==> src/rtl/choice_table_sched_if.sv <==
// -----------------------------------------------------------------------------
// choice_table_sched_if
// Bundles the three buses around the tournament chooser-table scheduler:
//   - fetch-stage lookup port  : lookup_valid/addr in, lookup_ready,
//                                lookup_resp_valid, lookup_choice out
//   - execute-stage update port: upd_valid/addr/taken1/taken2 in, upd_ready out
//   - table RAM port           : tbl_en/we/addr/wdata out, tbl_rdata in
//   - status                   : init_done out
// Modport slave is the scheduler's view; modport master is the view of the
// surrounding logic (requesters plus the RAM).
// -----------------------------------------------------------------------------
interface choice_table_sched_if #(
    parameter int ADDR_W = 12
);
    logic              lookup_valid;
    logic [ADDR_W-1:0] lookup_addr;
    logic              lookup_ready;
    logic              lookup_resp_valid;
    logic              lookup_choice;

    logic              upd_valid;
    logic [ADDR_W-1:0] upd_addr;
    logic              upd_taken1;
    logic              upd_taken2;
    logic              upd_ready;

    logic              init_done;

    logic              tbl_en;
    logic              tbl_we;
    logic [ADDR_W-1:0] tbl_addr;
    logic [1:0]        tbl_wdata;
    logic [1:0]        tbl_rdata;

    modport slave (
        input  lookup_valid, lookup_addr,
        input  upd_valid, upd_addr, upd_taken1, upd_taken2,
        input  tbl_rdata,
        output lookup_ready, lookup_resp_valid, lookup_choice,
        output upd_ready, init_done,
        output tbl_en, tbl_we, tbl_addr, tbl_wdata
    );

    modport master (
        output lookup_valid, lookup_addr,
        output upd_valid, upd_addr, upd_taken1, upd_taken2,
        output tbl_rdata,
        input  lookup_ready, lookup_resp_valid, lookup_choice,
        input  upd_ready, init_done,
        input  tbl_en, tbl_we, tbl_addr, tbl_wdata
    );
endinterface

==> src/rtl/choice_table_sched.sv <==
// -----------------------------------------------------------------------------
// choice_table_sched
// Shares one single-port table of 2-bit saturating chooser counters between
// the fetch-stage lookup port and the execute-stage update port.
//   - After reset, walks the whole table writing INIT_VAL, then raises
//     init_done.
//   - Lookups are single-cycle reads; the choice is bit 1 of the counter
//     returned one cycle after acceptance.
//   - Updates are queued in a DEPTH-entry FIFO and applied by a
//     read / wait / write sequence whenever no lookup claims the port.
// Ports:
//   i_clk  : clock, all state on the rising edge
//   i_rst  : synchronous active-high reset
//   io_bus : choice_table_sched_if.slave (lookup, update, table, init_done)
// -----------------------------------------------------------------------------
module choice_table_sched #(
    parameter int         ADDR_W   = 12,
    parameter int         DEPTH    = 4,
    parameter logic [1:0] INIT_VAL = 2'b00
) (
    input  logic                  i_clk,
    input  logic                  i_rst,
    choice_table_sched_if.slave   io_bus
);

    localparam int PTR_W = (DEPTH > 1) ? $clog2(DEPTH) : 1;
    localparam int CNT_W = PTR_W + 1;

    typedef enum logic [1:0] {
        ST_INIT   = 2'd0,
        ST_IDLE   = 2'd1,
        ST_UPD_RD = 2'd2,
        ST_UPD_WR = 2'd3
    } state_t;

    // Saturating chooser-counter step: move toward predictor 2 when only it
    // was right, toward predictor 1 when only it was right, else hold.
    function automatic logic [1:0] ctr_update(
        input logic [1:0] cur,
        input logic       taken1,
        input logic       taken2
    );
        logic [1:0] nxt;
        nxt = cur;
        case ({taken1, taken2})
            2'b01: begin
                if (cur != 2'b11) nxt = cur + 2'b01;
                else              nxt = cur;
            end
            2'b10: begin
                if (cur != 2'b00) nxt = cur - 2'b01;
                else              nxt = cur;
            end
            default: nxt = cur;
        endcase
        return nxt;
    endfunction

    // Registers
    state_t             r_state;
    logic [ADDR_W-1:0]  r_init_ptr;
    logic               r_init_done;
    logic [ADDR_W-1:0]  r_fifo_addr [DEPTH];
    logic               r_fifo_t1   [DEPTH];
    logic               r_fifo_t2   [DEPTH];
    logic [PTR_W-1:0]   r_wr_ptr;
    logic [PTR_W-1:0]   r_rd_ptr;
    logic [CNT_W-1:0]   r_count;
    logic [ADDR_W-1:0]  r_rmw_addr;
    logic               r_rmw_t1;
    logic               r_rmw_t2;
    logic [1:0]         r_rmw_data;
    logic               r_resp_valid;

    // Wires
    state_t             w_next_state;
    logic               w_fifo_empty;
    logic               w_init_last;
    logic               w_push;
    logic               w_pop;
    logic               w_lookup_fire;
    logic               w_lookup_ready;
    logic               w_upd_ready;
    logic               w_tbl_en;
    logic               w_tbl_we;
    logic [ADDR_W-1:0]  w_tbl_addr;
    logic [1:0]         w_tbl_wdata;

    assign w_fifo_empty  = (r_count == {CNT_W{1'b0}});
    assign w_init_last   = (r_state == ST_INIT) && (&r_init_ptr);
    assign w_push        = io_bus.upd_valid && w_upd_ready;
    // The head is popped only when the port is free of lookups; the registered
    // count keeps a same-cycle push from being popped before it is stored.
    assign w_pop         = (r_state == ST_IDLE) && !io_bus.lookup_valid && !w_fifo_empty;
    assign w_lookup_fire = io_bus.lookup_valid && w_lookup_ready;

    // State register
    always_ff @(posedge i_clk) begin
        if (i_rst) r_state <= ST_INIT;
        else       r_state <= w_next_state;
    end

    // Next-state logic
    always_comb begin
        w_next_state = r_state;
        case (r_state)
            ST_INIT: begin
                if (w_init_last) w_next_state = ST_IDLE;
                else             w_next_state = ST_INIT;
            end
            ST_IDLE: begin
                if (io_bus.lookup_valid) w_next_state = ST_IDLE;
                else if (!w_fifo_empty)  w_next_state = ST_UPD_RD;
                else                     w_next_state = ST_IDLE;
            end
            ST_UPD_RD: w_next_state = ST_UPD_WR;
            ST_UPD_WR: w_next_state = ST_IDLE;
            default:   w_next_state = ST_INIT;
        endcase
    end

    // Output logic: table strobe and ready flags; everything is held quiet
    // while reset is asserted so an aborted RMW never reaches the table.
    always_comb begin
        w_tbl_en       = 1'b0;
        w_tbl_we       = 1'b0;
        w_tbl_addr     = {ADDR_W{1'b0}};
        w_tbl_wdata    = 2'b00;
        w_lookup_ready = 1'b0;
        w_upd_ready    = 1'b0;
        if (i_rst) begin
            w_tbl_en       = 1'b0;
            w_lookup_ready = 1'b0;
            w_upd_ready    = 1'b0;
        end else begin
            w_upd_ready = (r_state != ST_INIT) && (r_count < CNT_W'(DEPTH));
            case (r_state)
                ST_INIT: begin
                    w_tbl_en    = 1'b1;
                    w_tbl_we    = 1'b1;
                    w_tbl_addr  = r_init_ptr;
                    w_tbl_wdata = INIT_VAL;
                end
                ST_IDLE: begin
                    w_lookup_ready = 1'b1;
                    if (io_bus.lookup_valid) begin
                        w_tbl_en   = 1'b1;
                        w_tbl_we   = 1'b0;
                        w_tbl_addr = io_bus.lookup_addr;
                    end else if (!w_fifo_empty) begin
                        w_tbl_en   = 1'b1;
                        w_tbl_we   = 1'b0;
                        w_tbl_addr = r_fifo_addr[r_rd_ptr];
                    end else begin
                        w_tbl_en   = 1'b0;
                    end
                end
                ST_UPD_RD: begin
                    w_tbl_en = 1'b0;
                end
                ST_UPD_WR: begin
                    // Always written, even when the counter does not move.
                    w_tbl_en    = 1'b1;
                    w_tbl_we    = 1'b1;
                    w_tbl_addr  = r_rmw_addr;
                    w_tbl_wdata = ctr_update(r_rmw_data, r_rmw_t1, r_rmw_t2);
                end
                default: begin
                    w_tbl_en = 1'b0;
                end
            endcase
        end
    end

    // Init walk pointer and sticky init_done flag
    always_ff @(posedge i_clk) begin
        if (i_rst) begin
            r_init_ptr  <= {ADDR_W{1'b0}};
            r_init_done <= 1'b0;
        end else if (r_state == ST_INIT) begin
            r_init_ptr <= r_init_ptr + {{(ADDR_W-1){1'b0}}, 1'b1};
            if (w_init_last) r_init_done <= 1'b1;
        end
    end

    // FIFO payload storage; contents are irrelevant while the count is zero
    always_ff @(posedge i_clk) begin
        if (w_push) begin
            r_fifo_addr[r_wr_ptr] <= io_bus.upd_addr;
            r_fifo_t1[r_wr_ptr]   <= io_bus.upd_taken1;
            r_fifo_t2[r_wr_ptr]   <= io_bus.upd_taken2;
        end
    end

    // FIFO pointers and occupancy; reset flushes any queued updates
    always_ff @(posedge i_clk) begin
        if (i_rst) begin
            r_wr_ptr <= {PTR_W{1'b0}};
            r_rd_ptr <= {PTR_W{1'b0}};
            r_count  <= {CNT_W{1'b0}};
        end else begin
            if (w_push) r_wr_ptr <= r_wr_ptr + {{(PTR_W-1){1'b0}}, 1'b1};
            if (w_pop)  r_rd_ptr <= r_rd_ptr + {{(PTR_W-1){1'b0}}, 1'b1};
            case ({w_push, w_pop})
                2'b10:   r_count <= r_count + {{(CNT_W-1){1'b0}}, 1'b1};
                2'b01:   r_count <= r_count - {{(CNT_W-1){1'b0}}, 1'b1};
                default: r_count <= r_count;
            endcase
        end
    end

    // RMW holding registers: head captured on pop, old counter in UPD_RD
    always_ff @(posedge i_clk) begin
        if (i_rst) begin
            r_rmw_addr <= {ADDR_W{1'b0}};
            r_rmw_t1   <= 1'b0;
            r_rmw_t2   <= 1'b0;
            r_rmw_data <= 2'b00;
        end else begin
            if (w_pop) begin
                r_rmw_addr <= r_fifo_addr[r_rd_ptr];
                r_rmw_t1   <= r_fifo_t1[r_rd_ptr];
                r_rmw_t2   <= r_fifo_t2[r_rd_ptr];
            end
            if (r_state == ST_UPD_RD) r_rmw_data <= io_bus.tbl_rdata;
        end
    end

    // Lookup response strobe, one cycle after acceptance
    always_ff @(posedge i_clk) begin
        if (i_rst) r_resp_valid <= 1'b0;
        else       r_resp_valid <= w_lookup_fire;
    end

    assign io_bus.tbl_en            = w_tbl_en;
    assign io_bus.tbl_we            = w_tbl_we;
    assign io_bus.tbl_addr          = w_tbl_addr;
    assign io_bus.tbl_wdata         = w_tbl_wdata;
    assign io_bus.lookup_ready      = w_lookup_ready;
    assign io_bus.upd_ready         = w_upd_ready;
    assign io_bus.init_done         = r_init_done && !i_rst;
    assign io_bus.lookup_resp_valid = r_resp_valid && !i_rst;
    // Read data arrives in the response cycle; bit 1 means counter >= 2.
    assign io_bus.lookup_choice     = io_bus.tbl_rdata[1];

endmodule

==> src/flat_wrapper.sv <==
// flat-port wrapper written by rule: the top's interface ports become plain ports
module choice_table_sched_flat 
#(
    parameter int         ADDR_W   = 12,
    parameter int         DEPTH    = 4,
    parameter logic [1:0] INIT_VAL = 2'b00
)
  (i_clk, i_rst, io_bus_lookup_valid, io_bus_lookup_addr, io_bus_upd_valid, io_bus_upd_addr, io_bus_upd_taken1, io_bus_upd_taken2, io_bus_tbl_rdata, io_bus_lookup_ready, io_bus_lookup_resp_valid, io_bus_lookup_choice, io_bus_upd_ready, io_bus_init_done, io_bus_tbl_en, io_bus_tbl_we, io_bus_tbl_addr, io_bus_tbl_wdata);
  choice_table_sched_if #(.ADDR_W(ADDR_W)) io_bus_i ();
  input  logic i_clk;
  input  logic i_rst;
  input wire logic [$bits(io_bus_i.lookup_valid)-1:0] io_bus_lookup_valid;
  input wire logic [$bits(io_bus_i.lookup_addr)-1:0] io_bus_lookup_addr;
  input wire logic [$bits(io_bus_i.upd_valid)-1:0] io_bus_upd_valid;
  input wire logic [$bits(io_bus_i.upd_addr)-1:0] io_bus_upd_addr;
  input wire logic [$bits(io_bus_i.upd_taken1)-1:0] io_bus_upd_taken1;
  input wire logic [$bits(io_bus_i.upd_taken2)-1:0] io_bus_upd_taken2;
  input wire logic [$bits(io_bus_i.tbl_rdata)-1:0] io_bus_tbl_rdata;
  output wire logic [$bits(io_bus_i.lookup_ready)-1:0] io_bus_lookup_ready;
  output wire logic [$bits(io_bus_i.lookup_resp_valid)-1:0] io_bus_lookup_resp_valid;
  output wire logic [$bits(io_bus_i.lookup_choice)-1:0] io_bus_lookup_choice;
  output wire logic [$bits(io_bus_i.upd_ready)-1:0] io_bus_upd_ready;
  output wire logic [$bits(io_bus_i.init_done)-1:0] io_bus_init_done;
  output wire logic [$bits(io_bus_i.tbl_en)-1:0] io_bus_tbl_en;
  output wire logic [$bits(io_bus_i.tbl_we)-1:0] io_bus_tbl_we;
  output wire logic [$bits(io_bus_i.tbl_addr)-1:0] io_bus_tbl_addr;
  output wire logic [$bits(io_bus_i.tbl_wdata)-1:0] io_bus_tbl_wdata;
  assign io_bus_i.lookup_valid = io_bus_lookup_valid;
  assign io_bus_i.lookup_addr = io_bus_lookup_addr;
  assign io_bus_i.upd_valid = io_bus_upd_valid;
  assign io_bus_i.upd_addr = io_bus_upd_addr;
  assign io_bus_i.upd_taken1 = io_bus_upd_taken1;
  assign io_bus_i.upd_taken2 = io_bus_upd_taken2;
  assign io_bus_i.tbl_rdata = io_bus_tbl_rdata;
  assign io_bus_lookup_ready = io_bus_i.lookup_ready;
  assign io_bus_lookup_resp_valid = io_bus_i.lookup_resp_valid;
  assign io_bus_lookup_choice = io_bus_i.lookup_choice;
  assign io_bus_upd_ready = io_bus_i.upd_ready;
  assign io_bus_init_done = io_bus_i.init_done;
  assign io_bus_tbl_en = io_bus_i.tbl_en;
  assign io_bus_tbl_we = io_bus_i.tbl_we;
  assign io_bus_tbl_addr = io_bus_i.tbl_addr;
  assign io_bus_tbl_wdata = io_bus_i.tbl_wdata;
  choice_table_sched #(.ADDR_W(ADDR_W), .DEPTH(DEPTH), .INIT_VAL(INIT_VAL)) u_core (.i_clk(i_clk), .i_rst(i_rst), .io_bus(io_bus_i));
endmodule
==> config.mk <==
export PLATFORM = sky130hd
export DESIGN_NAME = choice_table_sched_flat
export DESIGN_NICKNAME = d
export VERILOG_FILES = /design/src/rtl/choice_table_sched_if.sv /design/src/rtl/choice_table_sched.sv /design/src/flat_wrapper.sv
export SDC_FILE = /design/constraint.sdc
export NUM_CORES = 1
export LEC_CHECK = 0
export CAP_MARGIN = 10
export CORE_UTILIZATION = 55
export CTS_CLUSTER_SIZE = 12
export DETAILED_ROUTE_END_ITERATION = 10
export PLACE_DENSITY = 0.78
export SLEW_MARGIN = 30
export SYNTH_ARGS = -nofsm -noshare
export SYNTH_HDL_FRONTEND = slang
export SYNTH_SLANG_ARGS = --single-unit
==> constraint.sdc <==
create_clock -name i_clk -period 3.7 [get_ports i_clk]
set_clock_uncertainty 0.2 [all_clocks]
set_input_delay 0.74 -clock i_clk [delete_from_list [all_inputs] [get_ports i_clk]]
set_output_delay 0.74 -clock i_clk [all_outputs]
set_load 0.005 [all_outputs]
==> Yosys cells after proc, flatten, opt, wreduce, memory -nomap -nowiden <==
Memories as Yosys holds them, arrays and structs flattened. A register that Yosys moved wholly into a read port is not among the register bits.
Cells that the tools add are included.
{ "op_classes": {"eq_ne": 8, "add_sub_neg": 7, "n_lt_le_gt_ge": 1, "reduce_logical": 19, "mux": 27} }
{ "op_table": {"columns": ["operator", "count"], "rows": [
  ["two-way mux 12 bit", 3],
  ["case mux 12 bit (3 select lines)", 1],
  ["two-way mux 2 bit", 8],
  ["adder 12 x 1 -> 12 bit (second input constant)", 1],
  ["AND reduction 12 bit", 1],
  ["two-way mux 1 bit", 11],
  ["equality test 2 bit (second input constant)", 4],
  ["logical AND 1 bit", 8],
  ["case mux 2 bit (4 select lines)", 1],
  ["adder 2 x 1 -> 2 bit (second input constant)", 3],
  ["equality test 2 x 1 -> 1 bit (second input constant)", 3],
  ["case mux 3 bit (2 select lines)", 1],
  ["nonzero test 2 bit", 3],
  ["case mux 2 bit (2 select lines)", 1],
  ["adder 3 x 1 -> 3 bit (second input constant)", 1],
  ["logical NOT 1 bit", 3],
  ["logical NOT 3 bit", 1],
  ["less-than comparator 3 bit (second input constant)", 1],
  ["case mux 1 bit (3 select lines)", 1],
  ["subtractor 3 x 1 -> 3 bit (second input constant)", 1],
  ["logical NOT 2 bit", 1],
  ["!= test 2 bit (second input constant)", 1],
  ["AND reduction 2 bit", 1],
  ["OR reduction 2 bit", 1],
  ["subtractor 2 x 1 -> 2 bit (second input constant)", 1]
]} }
{ "totals": {"ramBits": 56, "n_memories": 3, "inputBits": 32, "word_cells": 74, "output_inout_bits": 21, "regBits": 37} }
{ "mem_list": {"columns": ["memory", "depth", "width", "read_ports", "rd_ports_with_merged_regs", "write_ports", "line_no", "rtl"], "rows": [
  ["u_core.r_fifo_addr", 4, 12, 1, 1, 1, "choice_table_sched.sv:63", "logic [ADDR_W-1:0] r_fifo_addr [DEPTH];"],
  ["u_core.r_fifo_t1", 4, 1, 1, 1, 1, "choice_table_sched.sv:64", "logic r_fifo_t1 [DEPTH];"],
  ["u_core.r_fifo_t2", 4, 1, 1, 1, 1, "choice_table_sched.sv:65", "logic r_fifo_t2 [DEPTH];"]
]} }

==> Longest topological paths before layout <==
{ "depth": {"ltp_word": 6, "mapped_depth": 11, "ltp_nobuf": 10} }

==> Least setup slack after synthesis <==
No wires, ideal clock.
{ "synth_path": {"path_type": "input-to-reg", "startpoint": "in io_bus_lookup_valid", "endpoint": "reg u_core.r_count[2]", "path_stages": 9, "t_required_ns": 3.429, "t_arrival_ns": 2.673, "setup_slack_ns": 0.756, "setup_time_ns": 0.071, "path_buffers": 1, "cell_sequence": "nand2b_1 > nor2_1 > clkbuf_1 > ha_1 > inv_1 > fa_1 > xor2_1 > or3_1 > a21oi_1"} }
{ "synth_between": {"elab_chain_len": 5, "word_cells_on_any_way": 7, "cone_classes": "eq/ne (2); mux (1); reduce/logical (4)"} }
{ "synth_lines": {"columns": ["item", "line_no", "rtl"], "rows": [
  ["from (decl)", "flat_wrapper.sv:12", "input wire logic [$bits(io_bus_i.lookup_valid)-1:0] io_bus_lookup_valid;"],
  ["logical NOT 1 bit *", "choice_table_sched.sv:94", "assign w_pop = (r_state == ST_IDLE) && !io_bus.lookup_valid && !w_fifo_empty;"],
  ["logical AND 1 bit * (2 in series)", "choice_table_sched.sv:94", null],
  ["via u_core.w_pop", "choice_table_sched.sv:80", "logic w_pop;"],
  ["equality test 2 x 1 -> 1 bit or equality test 2 bit (tied branches)", "choice_table_sched.sv:204", "case ({w_push, w_pop})"],
  ["case mux 3 bit (2 select lines) or nonzero test 2 bit (tied branches)", null, null],
  ["to (signal assigned)", "choice_table_sched.sv:205", "2'b10: r_count <= r_count + {{(CNT_W-1){1'b0}}, 1'b1};"],
  ["to (signal assigned)", "choice_table_sched.sv:206", "2'b01: r_count <= r_count - {{(CNT_W-1){1'b0}}, 1'b1};"],
  ["to (signal assigned)", "choice_table_sched.sv:207", "default: r_count <= r_count;"],
  ["to (decl)", "choice_table_sched.sv:68", "logic [CNT_W-1:0] r_count;"]
]} }
Mark *: on every way through the listed nets, which the timed path passes. The rest lies on a longest branch.
A chain may end at the register's enable or synchronous reset.

==> Worst setup path in the final report <==
{ "layout_path": {"startpoint": "reg u_core.r_state[0]", "endpoint": "out io_bus_tbl_addr[10]"} }
{ "layout_between": {"elab_chain_len": 3, "word_cells_on_any_way": 5, "cone_classes": "eq/ne (2); mux (2); reduce/logical (1)"} }
{ "layout_lines": {"columns": ["item", "line_no", "rtl"], "rows": [
  ["from (decl)", "choice_table_sched.sv:60", "state_t r_state;"],
  ["from (signal assigned)", "choice_table_sched.sv:100", "else r_state <= w_next_state;"],
  ["equality test 2 bit (tied with other cells)", "choice_table_sched.sv:137", "case (r_state)"],
  ["case mux 12 bit (3 select lines) *", "choice_table_sched.sv:137", null],
  ["two-way mux 12 bit *", "choice_table_sched.sv:131", "if (i_rst) begin"],
  ["to (decl)", "flat_wrapper.sv:26", "output wire logic [$bits(io_bus_i.tbl_addr)-1:0] io_bus_tbl_addr;"]
]} }
Every way passes the cells marked *; elsewhere a longest branch is shown, timed or not.

==> run metrics <==
outcome=completed; Post-Synthesis Cells=344; Worst-Margin Slew=0.628 ns; root buffer selected by CTS=clkbuf_8; Post-synth top cells=edfxtp_1 (56), dfxtp_1 (41), mux2i_1 (29); Final setup viols=0; Die H=90.1 µm; CTS clk-pin slew, worst paths=0.09 ns; peak supply drop=0.288 mV; dpl hpwl=5720 µm; Synth area leaders=edfxtp_1 (39%), dfxtp_1 (19%), mux2i_1 (6.8%), ha_1 (4.1%), o22ai_1 (3.5%); CTS Hold Bufs=0; Min-Delay Endpoint=u_core.r_rmw_addr[9]; Layout Nets=446; Bufs on Longest Clock Path=2; WHS=0.277 ns; Critical Path RT=2.76 ns; drt first pass iters=8; WL/cell=16.8 µm; Fin. Hold Viols=0; vias in the first global route=2875; top cell type's share of synthesized area=0.394; drt initial violations=191; hold path cells=2; full die area=0.00812 mm²; TNS Setup=0 ns; worst min-delay path startpoint=u_core.r_rmw_addr[9]; total power=0.00189 W; max cap viols=0; Chip Width=90.1 µm; Worst setup EP type=output pin; Worst R2R Path Depth=10; PortBufs=52; initial antenna violation count=0; Clock Latency Late Sink=0.36 ns; Remaining DRCs=0; reg2reg start=u_core.r_state[0]; EDFF count, synth=56; Worst EP arrival=2.63 ns; Fmax=280 MHz; antenna viol nets, final=0; Post-Syn Area per Cell=12.4 µm²; fillers=548; Via-to-Cell Ratio=5.84; diode count=0; Layout Utilization=0.695; Initial Util=0.579; CP Launch Type=flip-flop; sequential share of the synthesized area=0.586; Final min period=3.57 ns; Worst R2R Setup Slack=0.98 ns; first-pass GRT wire length=14100 µm; Top Ports=53; Netlist cell types=41; RSZ-0062 raised after global routing=no; Cell Rows=31; Worst Path Max Fanout=12; Final Cycle Share=0.966; YS warnings=0; total CTS buffers=9; Pwr Density=369 mW/mm²; top cell type by total area after synthesis=edfxtp_1; post-synthesis net count=391; Clock Sinks=97; Leak=1.63 nW; Critical R2R Capture=u_core.r_count[2]; final WL=8440 µm; CTS tree=done; share of cells above drive strength 1=0.131; vias post-DR=2938; core box area=0.00737 mm²; Max-Slew Margin vs Limit=0.578; Total GRT Usage=0.223; FFs w/ async S/R, synth=0; Setup CP Type=reg -> out; P&R area growth vs syn=20.0%; FF+latch count, synth=97; count leader, synth=edfxtp_1; post-synth design cell area=0.00427 mm²; largest net degree at the start of global routing=38; # H-tree levels=3; Max Slew Vio Count=0; ys flop type=edfxtp_1; path category of the worst min-delay check=reg -> reg; GRT Residual Overflow=0; gpl congestion=0.771
-- layout make-up --
cell class	instances	area [µm²]	area share
clock inverter	7	76.3	0.0149
multi-input combinational	214	1640	0.320
tap	99	124	0.0242
timing repair buffer	63	603	0.118
clock buffer	9	124	0.0242
inverter	14	52.6	0.0103
sequential	97	2500	0.488
-- flip-flops by register name, summed over array words and instances, names as in the netlist, named ones only --
name,count
u_core.r_count,3
u_core.r_init_done,1
u_core.r_init_ptr,12
u_core.r_state,1
u_core.r_fifo_addr,48
u_core.r_rmw_t1,1
u_core.r_rd_ptr,2
u_core.r_rmw_addr,12
u_core.r_rmw_t2,1
u_core.r_resp_valid,1
u_core.r_wr_ptr,2
u_core.r_fifo_t2,4
u_core.r_rmw_data,2
u_core.r_fifo_t1,4
-- worst max-delay path by stage --
stage	start	to	slack (ns)	cells past startpoint
6_report	u_core.r_state[0]	io_bus_tbl_addr[10]	0.13	6
5_1_grt	u_core.r_state[0]	io_bus_tbl_addr[0]	0.006	6
4_1_cts	u_core.r_state[0]	io_bus_tbl_addr[10]	0.10	5
3_5_place_dp	io_bus_lookup_valid	io_bus_tbl_addr[10]	0.03	5
3_3_place_gp	i_rst	io_bus_tbl_addr[11]	0.12	5
2_1_floorplan	io_bus_lookup_valid	u_core.r_count[2]	0.76	9
-- logic make-up (layout without fill, tap and decap cells) --
kind of cell               count (synthesis)  after routing  synth area share
xor gates and xnor gates                   7              7            0.0144
and+or+nand+nor                           79             79             0.101
AOI/OAI and AO/OA                         69             69             0.108
DFF                                       97             97             0.586
muxes                                     44             44             0.113
adders and majority gates                 15             15            0.0457
buffers and inverters                     33             93            0.0314
-- layout by cell type (no fill, tap or decap), types with 2 or more instances in the layout --
| cell | Yosys | routed |
|---|---|---|
| edfxtp_1 | 56 | 56 |
| a21oi_1 | 15 | 15 |
| clkdlybuf4s50_1 | 0 | 52 |
| mux2i_1 | 29 | 29 |
| clkbuf_8 | 0 | 9 |
| nand4_1 | 5 | 5 |
| nor3_1 | 3 | 3 |
| nand2_1 | 18 | 18 |
| xor2_1 | 5 | 5 |
| mux2_2 | 13 | 13 |
| or2_2 | 2 | 2 |
| o21ai_0 | 11 | 11 |
| or3_2 | 2 | 2 |
| o31ai_1 | 4 | 4 |
| inv_6 | 0 | 2 |
| a222oi_1 | 12 | 12 |
| nor2_1 | 17 | 17 |
| buf_4 | 1 | 11 |
| and2_1 | 8 | 8 |
| xnor2_1 | 2 | 2 |
| inv_1 | 13 | 13 |
| dfxtp_1 | 41 | 41 |
| ha_1 | 14 | 13 |
| nand3_1 | 5 | 5 |
| nor2b_1 | 5 | 5 |
| mux4_2 | 2 | 2 |
| clkinv_1 | 1 | 2 |
| o22ai_1 | 24 | 24 |
| or3_1 | 6 | 5 |
-- metrics by stage --
step / std cells / cell area [µm²] / setup slack (ns)
after floorplan: 344 / 4270 / 0.756
final: 503 / 5120 / 0.126
after CTS: 503 / 5120 / 0.101
after global placement: 487 / 4920 / 0.125
after global routing: 503 / 5120 / 0.00601
after detailed placement: 487 / 4920 / 0.0286
-- repair_timing --
| action | in CTS | in global routing |
|---|---|---|
| endpoints found under the hold margin | 0 | 0 |
| gates resized for setup | 1 | 1 |
| endpoints found under the setup margin | 2 | 2 |
| pin swaps | 0 | 0 |
| cloned | 0 | 0 |
| setup buffers | 0 | 0 |
-- worst max-delay path, cell delays in order, from the launching register on --
cell and delay (ns):
dfxtp_1 0.41, inv_1 0.12, ha_1 0.29, or2_2 0.33, or3_4 0.42, o22ai_1 0.17
clkdlybuf4s50_1 0.55
-- layer usage --
| metal | vias to the layer above | share of wire | track usage |
|---|---|---|---|
| met5 | - | 0 | 0 |
| met3 | 13 | 0.071 | 0.0440 |
| met4 | 0 | 0.014 | 0.0860 |
| met2 | 106 | 0.48 | 0.353 |
| met1 | 1402 | 0.43 | 0.303 |
| li1 | 1417 | - | - |
-- report_power, final --
part	internal, W	switching (W)	leakage [nW]
Sequential	0.00114	0.00000387	0.834
Clock	0.000320	0.000356	0.104
Combinational	0.0000441	0.0000291	0.694
Total	0.00150	0.000389	1.63
Power figures use the tool's default switching activity.
==> edit: new RTL, same settings <==
The 4 states of `state_t` get a one-hot encoding in 4 bits.
--- a/src/rtl/choice_table_sched.sv
+++ b/src/rtl/choice_table_sched.sv
@@ -26,11 +26,11 @@
     localparam int PTR_W = (DEPTH > 1) ? $clog2(DEPTH) : 1;
     localparam int CNT_W = PTR_W + 1;
 
-    typedef enum logic [1:0] {
-        ST_INIT   = 2'd0,
-        ST_IDLE   = 2'd1,
-        ST_UPD_RD = 2'd2,
-        ST_UPD_WR = 2'd3
+    typedef enum logic [3:0] {
+        ST_INIT   = 4'b0001,
+        ST_IDLE   = 4'b0010,
+        ST_UPD_RD = 4'b0100,
+        ST_UPD_WR = 4'b1000
     } state_t;
 
     // Saturating chooser-counter step: move toward predictor 2 when only it
Function: no difference found for any inputs over 10 cycles, from zero or initial values and one cycle with i_rst high; not proved beyond that.
==> edit against the unedited design <==
  * Combinational power fell by 0.8%
  * Sequential cell count rose by 2
  * Critical path depth did not move
  * Wire length rose by 1.6%
  * Register-to-register slack got worse by 0.35 ns
  * Area after synthesis fell by 1.6%
  * Core utilization fell by 0.52 points
  * Worst setup slack improved by 0.089 ns
  * Synthesized cell count fell by 0.87%
  * Count of clock-buffer cells in the layout rose by 1
  * Cell count did not move
  * Total power rose by 1.0%
  * Fmax rose by 2.5%
  * Design area fell by 1.3%
==> edit: results (changes against the unedited design) <==
[metrics] met3 track utilization from global routing: 6.46% (+2.1 points)
[metrics] total global-route track usage: 22.9% (+0.58 points)
[metrics] share of layout cells above drive strength 1: 13.4% (+0.25 points)
[metrics] synthesized-area fraction occupied by xor and xnor cells: 2.50% (+1.1 points)
[metrics] most common library cells after synthesis: sky130_fd_sc_hd__edfxtp_1, sky130_fd_sc_hd__dfxtp_1, sky130_fd_sc_hd__nand2_1, sky130_fd_sc_hd__a21oi_1, sky130_fd_sc_hd__nor2_1
[metrics] signal arrival time at the worst endpoint: 2.55 ns (-0.08 ns)
[metrics] run status: finished clean
[metrics] fraction of synthesized area in multiplexers: 7.77% (-3.5 points)
[metrics] total via count after detailed routing: 2931 (-0.24%)
[metrics] met1 Resource Use GR: 30.3% (about the same)
[metrics] Nets: 440 (-1.3%)
[metrics] number of distinct library cells after synthesis: 39 (-4.9%)
[metrics] vias in the first global route: 2732 (-5.0%)
[metrics] Place WS: 0.266 ns (+0.237 ns)
[metrics] final weighted congestion in routability-driven placement: 0.805 (+4.4%)
[metrics] Adder-Cell Fraction of Synth Area: 2.86% (-1.7 points)
[metrics] relative slew slack: 60.5% (+2.7 points)
[metrics] met2 routed WL: 4170 µm (+1.9%)
[metrics] vias per cell: 5.83 (-0.24%)
[metrics] nets in the synthesized netlist: 382 (-2.3%)
[metrics] post-synthesis sequential area ratio: 60.5% (+1.9 points)
[metrics] leakage power: 1.65 nW (+0.87%)
[metrics] placed instance area: 4860 µm² (-1.0%)
[metrics] maximum ir drop on the vdd rail: 0.286 mV (-0.64%)
[metrics] fraction of the mapped netlist area in compound gates: 9.71% (-1.1 points)
[metrics] critical path peak fanout: 13 (+1)
[metrics] wire length on met3: 428 µm (-29%)
[metrics] DRT met1 WL: 3830 µm (+5.6%)
[metrics] HPWL reported at the end of detailed placement: 5930 µm (+3.7%)
[metrics] cells taking the most area after synthesis: sky130_fd_sc_hd__edfxtp_1, sky130_fd_sc_hd__dfxtp_1, sky130_fd_sc_hd__mux4_2
[metrics] overall routed net length: 8580 µm (+1.6%)
[metrics] Worst path top cell family by delay: buffers and inverters
-- edit: changes by cell type in the layout (fill, tap and decap cells not counted), moves of 4 or more --
cell	change
sky130_fd_sc_hd__a21oi_1	+21
sky130_fd_sc_hd__ha_1	-5
sky130_fd_sc_hd__mux2_2	-12
sky130_fd_sc_hd__mux2i_1	-29
sky130_fd_sc_hd__mux4_2	+12
sky130_fd_sc_hd__nand2_1	+24
sky130_fd_sc_hd__nor2_1	+6
sky130_fd_sc_hd__o22ai_1	-24
sky130_fd_sc_hd__xor2_1	+4
-- edit: what timing repair did --
action | in CTS | in global routing
endpoints found under the hold margin | 0 | 0
setup endpoints to repair | 0 | 3
resized for setup | 0 | 1
hold buffers | 0 | 0
-- edit: final timing paths --
path                                           from                                end  slack [ns]  depth (start not counted)
setup / recovery       u_core.r_state[1]$_SDFF_PP0_                 io_bus_tbl_addr[3]        0.21                          6
hold reg to reg   u_core.r_rmw_addr[0]$_SDFFE_PP0N_  u_core.r_rmw_addr[0]$_SDFFE_PP0N_        0.26                          2
setup reg to reg       u_core.r_state[0]$_SDFF_PP1_     u_core.r_count[2]$_SDFFE_PP0P_        0.63                         11
hold / removal    u_core.r_rmw_addr[0]$_SDFFE_PP0N_  u_core.r_rmw_addr[0]$_SDFFE_PP0N_        0.26                          2
-- edit: layout make-up --
cell class | count | area share [%]
Tap cell | 99 | 2.45
Clock buffer | 10 | 2.52
Clock inverter | 6 | 1.29
Timing Repair Buffer | 65 | 12.1
Multi-Input combinational cell | 213 | 30.6
Sequential cell | 99 | 50.3
Inverter | 11 | 0.841
-- edit: power by group --
part	switching, mW	internal, mW	leakage, nW
registers	0.00463	1.16	0.850
logic	0.0304	0.0422	0.697
clock network	0.406	0.267	0.0985
total	0.441	1.47	1.65
